$ cat src/rtl/demux_1ne4_reg.sv
// Registered 1-to-4 demultiplexer with a one-entry holding register per channel.
// Optional accept counter output Numeruesi is enabled by defining DEMUX_1NE4_CNT_EN.
module demux_1ne4_reg #(
    parameter int W = 24
) (
    input  logic         Clock,
    input  logic         Reset,
    input  logic [W-1:0] Hyrja,
    input  logic         HyrjaValid,
    output logic         HyrjaReady,
    input  logic [1:0]   S,
    input  logic         Mode,
    output logic [W-1:0] Dalja0,
    output logic [W-1:0] Dalja1,
    output logic [W-1:0] Dalja2,
    output logic [W-1:0] Dalja3,
    output logic [3:0]   DaljaValid,
    input  logic [3:0]   DaljaReady,
`ifdef DEMUX_1NE4_CNT_EN
    output logic [15:0]  Numeruesi,
`endif
    output logic [1:0]   Ptr
);

    logic [W-1:0] dalja_q [4];
    logic [1:0]   target;
    logic         accept;

    // NOTE: every always_comb output gets a default first so no path can infer a latch.
    always_comb begin
        target     = S;
        HyrjaReady = 1'b0;
        if (Mode) begin
            target = Ptr;
        end
        HyrjaReady = !DaljaValid[target] || DaljaReady[target];
    end

    assign accept = HyrjaValid && HyrjaReady;

    // NOTE: sequential state uses non-blocking assignments only, so every register
    // samples the pre-edge values regardless of statement order.
    // NOTE: the data registers are reset too, because channels must read as zero
    // after reset; holding registers here are flops, not a RAM.
    always_ff @(posedge Clock or negedge Reset) begin
        if (!Reset) begin
            for (int i = 0; i < 4; i++) begin
                dalja_q[i] <= '0;
            end
            DaljaValid <= 4'b0000;
            Ptr        <= 2'b00;
        end else begin
            for (int i = 0; i < 4; i++) begin
                // A load wins over a drain, which gives back-to-back throughput.
                if (accept && (target == 2'(i))) begin
                    dalja_q[i]    <= Hyrja;
                    DaljaValid[i] <= 1'b1;
                end else if (DaljaValid[i] && DaljaReady[i]) begin
                    DaljaValid[i] <= 1'b0;
                end
            end
            if (accept && Mode) begin
                Ptr <= Ptr + 2'd1;
            end
        end
    end

`ifdef DEMUX_1NE4_CNT_EN
    always_ff @(posedge Clock or negedge Reset) begin
        if (!Reset) begin
            Numeruesi <= 16'h0000;
        end else if (accept) begin
            Numeruesi <= Numeruesi + 16'd1;
        end
    end
`endif

    assign Dalja0 = dalja_q[0];
    assign Dalja1 = dalja_q[1];
    assign Dalja2 = dalja_q[2];
    assign Dalja3 = dalja_q[3];

endmodule

$ cat config.mk
export PLATFORM = sky130hd
export DESIGN_NAME = demux_1ne4_reg
export DESIGN_NICKNAME = d
export VERILOG_FILES = /design/src/rtl/demux_1ne4_reg.sv
export SDC_FILE = /design/constraint.sdc
export NUM_CORES = 1
export LEC_CHECK = 0
export CORE_MARGIN = 5
export CORE_UTILIZATION = 35
export DETAILED_ROUTE_END_ITERATION = 8
export PLACE_DENSITY = 0.64
export SLEW_MARGIN = 20
export SYNTH_ARGS = -nofsm -noshare
export SYNTH_HDL_FRONTEND = slang
export SYNTH_SLANG_ARGS = --single-unit
$ cat constraint.sdc
create_clock -name Clock -period 1.8 [get_ports Clock]
set_input_delay 0.54 -clock Clock [delete_from_list [all_inputs] [get_ports Clock]]
set_output_delay 0.54 -clock Clock [all_outputs]
set_load 0.1 [all_outputs]
==> flow_metrics.env <==
export IMPL_synthArstFlopShare_pct=100
export IMPL_die_h_um=118
export IMPL_synth_avg_cell_area_um2=17.3
export IMPL_layout_min_cycle_time_ns=2.20
export IMPL_hold_ws_ns=0.187
export IMPL_track_usage_pct=16.1
export IMPL_dp_hpwl_um=7810
export IMPL_yosysMostFrequentCell="dfrtp_1"
export IMPL_cap_viol_max_count=0
export IMPL_critical_path_class="in -> out"
export IMPL_period_share_pct=122
export IMPL_layout_nets=448
export IMPL_cp_max_fo=2
export IMPL_critPathSlowestCell="mux2_4"
export IMPL_fp_row_count=39
export IMPL_die_area_um2=14000
export IMPL_synth_ff_type="dfrtp_1"
export IMPL_fin_area_um2=7640
export IMPL_worst_slack_ns=-0.397
export IMPL_synth_seq_area_share_pct=62.1
export IMPL_setup_viol=42
export IMPL_grt_max_degree=54
export IMPL_slew_viol_final=0
export IMPL_hold_violations=0
export IMPL_overflow=0
export IMPL_syn_inst=237
export IMPL_dr_pass1_iters=4
export IMPL_yosysTopAreaCellShare_pct=62.1
export IMPL_final_layout_size_suffix_gt1_share_pct=66.1
export IMPL_cts_max_path_buffers=2
export IMPL_synthMuxAreaShare_pct=31.3
export IMPL_top_level_ports=137
export IMPL_synth_top_cell_by_area="dfrtp_1"
export IMPL_crit_buf_inv=2
export IMPL_cts_buffers=9
export IMPL_cp_start_kind="input port"
export IMPL_synthToLayoutAreaGrowth_pct=85.8
export IMPL_io_buffer_count=136
export IMPL_cp_end_kind="primary output"
export IMPL_hold_class="in -> async"
export IMPL_final_util_pct=66.6
export IMPL_root_buffer="clkbuf_16"
export IMPL_critPathTopFamily="multiplexers"
export IMPL_ys_ff_latch=102
export IMPL_synth_edf_count=0
export IMPL_synthesis_area_um2=4110
export IMPL_worst_slew_pin_slew_ns=0.292
export IMPL_clk_pin_slew_ns=0.07
export IMPL_ctsHtreeMaxLevel=3
export IMPL_grt_pass1_wl_um=17900
export IMPL_antenna_found_initial=0
export IMPL_via_per_inst=4.72
export IMPL_synth_compound_area_share_pct=0.670
export IMPL_violations="negative setup slack"
export IMPL_drtAntennaViolNets=0
export IMPL_rsz0062_at_grt="true"
export IMPL_synthTopCellsByCount="dfrtp_1, mux2_2, mux2_4"
export IMPL_drt_wirelength_per_cell_um=19.7
export IMPL_crit_chain="clkdlybuf4s15_1 -> mux2_4 -> mux2i_4 -> mux2i_4 -> buf_12"
export IMPL_synthXorXnorAreaFrac_pct=0
export IMPL_clock_sinks=102
export IMPL_max_slew_margin_rel_pct=80.5
export IMPL_status="finished with violations"
export IMPL_totalWireLength_um=11100
export IMPL_path_common_cell="mux2i_4"
export IMPL_synth_distinct_cells=18
export IMPL_final_setup_skew_ns=0.00945
export IMPL_slowest_delay_ns=0.32
export IMPL_vias=2651
export IMPL_drc_errors=0
export IMPL_syn_nets=271
export IMPL_required_ns=1.26
export IMPL_arrival_ns=1.66
export IMPL_clk_latency_ns=0.34
export IMPL_cts_tree="built"
export IMPL_gp_congestion=0.788
export IMPL_synth_top_family_by_area="multiplexers"
export IMPL_die_w_um=118
export IMPL_synthAdderAreaFrac_pct=0
export IMPL_grt_pass1_vias=3108
export IMPL_place_area_um2=6950
export IMPL_max_freq_ghz=0.455
export IMPL_n_antenna_cell=0
export IMPL_yosysWarnings=0
export IMPL_coreArea_um2=11500
export IMPL_synth_area_top_cells="dfrtp_1, mux2_2, mux2_4"
export IMPL_drt_initial_drc_count=85
export IMPL_start_util_pct=35.8
export IMPL_yosys_area_share_simple_pct=3.62
## logic make-up (layout without fill, tap and decap cells)
family                 count (synthesis)  after routing
and+or+nand+nor                       17             17
DFF                                  102            102
muxes                                103            103
buffers and inverters                 10            192
AOI/OAI and AO/OA                      5              5
## flip-flops by register name (all words and copies together), names as in the netlist
signal and cells:
Dalja3 24, DaljaValid 4, Ptr 2, Dalja2 24
Dalja1 24, Dalja0 24
## worst paths after layout
kind	startpoint	endpoint	slack, ns	depth (start not counted)
min in group Clock	Dalja2[4]	Dalja2[4]	0.56	1
min	Reset	Dalja3[1]	0.19	2
max reg2reg	Ptr[0]	Dalja3[13]	-0.03	8
min reg2reg	Dalja2[4]	Dalja2[4]	0.56	1
max	S[1]	HyrjaReady	-0.40	5
max in group asynchronous	Reset	Dalja3[15]	1.35	2
## timing repair
item | 4_1_cts | 5_1_grt
setup endpoints to repair | 100 | 43
pin swaps | 2 | 0
resized for setup | 52 | 2
gates cloned | 3 | 0
hold buffers | 0 | 0
buffers inserted | 8 | 1
## layout make-up
class	count	area (µm²)
sequential	102	2560
clock buffer	10	239
timing repair buffer	176	2980
multi-input combinational	125	1630
tap	143	179
fill	801	3830
clock inverter	6	53.8
## per-stage QoR
stage,TNS (ns),std cells,worst slack (ns)
final,-2.38,562,-0.397
after global routing,-3.17,562,-0.438
after CTS,-1.69,561,-0.398
after detailed placement,-67.85,534,-0.866
after global placement,-65.63,534,-0.789
after floorplan,-0.562,237,-0.562
## per-layer routing
metal  GRT usage, %  routed length (µm)
met4           4.44                 133
met2           26.9                5640
met5              0                   0
met1           19.9                4530
met3           5.59                 769
## cells in the final DEF (no fill, tap or decap), types with 2 or more instances in the layout
| cell type | count |
|---|---|
| mux2_4 | 54 |
| dfrtp_1 | 96 |
| mux2_2 | 43 |
| nand2b_4 | 4 |
| clkdlybuf4s15_1 | 2 |
| clkbuf_16 | 9 |
| buf_8 | 2 |
| nand4_4 | 4 |
| o21ai_0 | 3 |
| nand2_1 | 5 |
| mux2i_4 | 5 |
| buf_12 | 119 |
| dfrtp_2 | 6 |
| inv_6 | 2 |
| clkinv_4 | 2 |
| buf_6 | 5 |
| buf_4 | 16 |
| clkdlybuf4s50_1 | 29 |
| buf_16 | 3 |
Power is left out: the tool's default activity adds up to more than one toggle a clock period on the data nets, which glitch-free logic cannot reach.
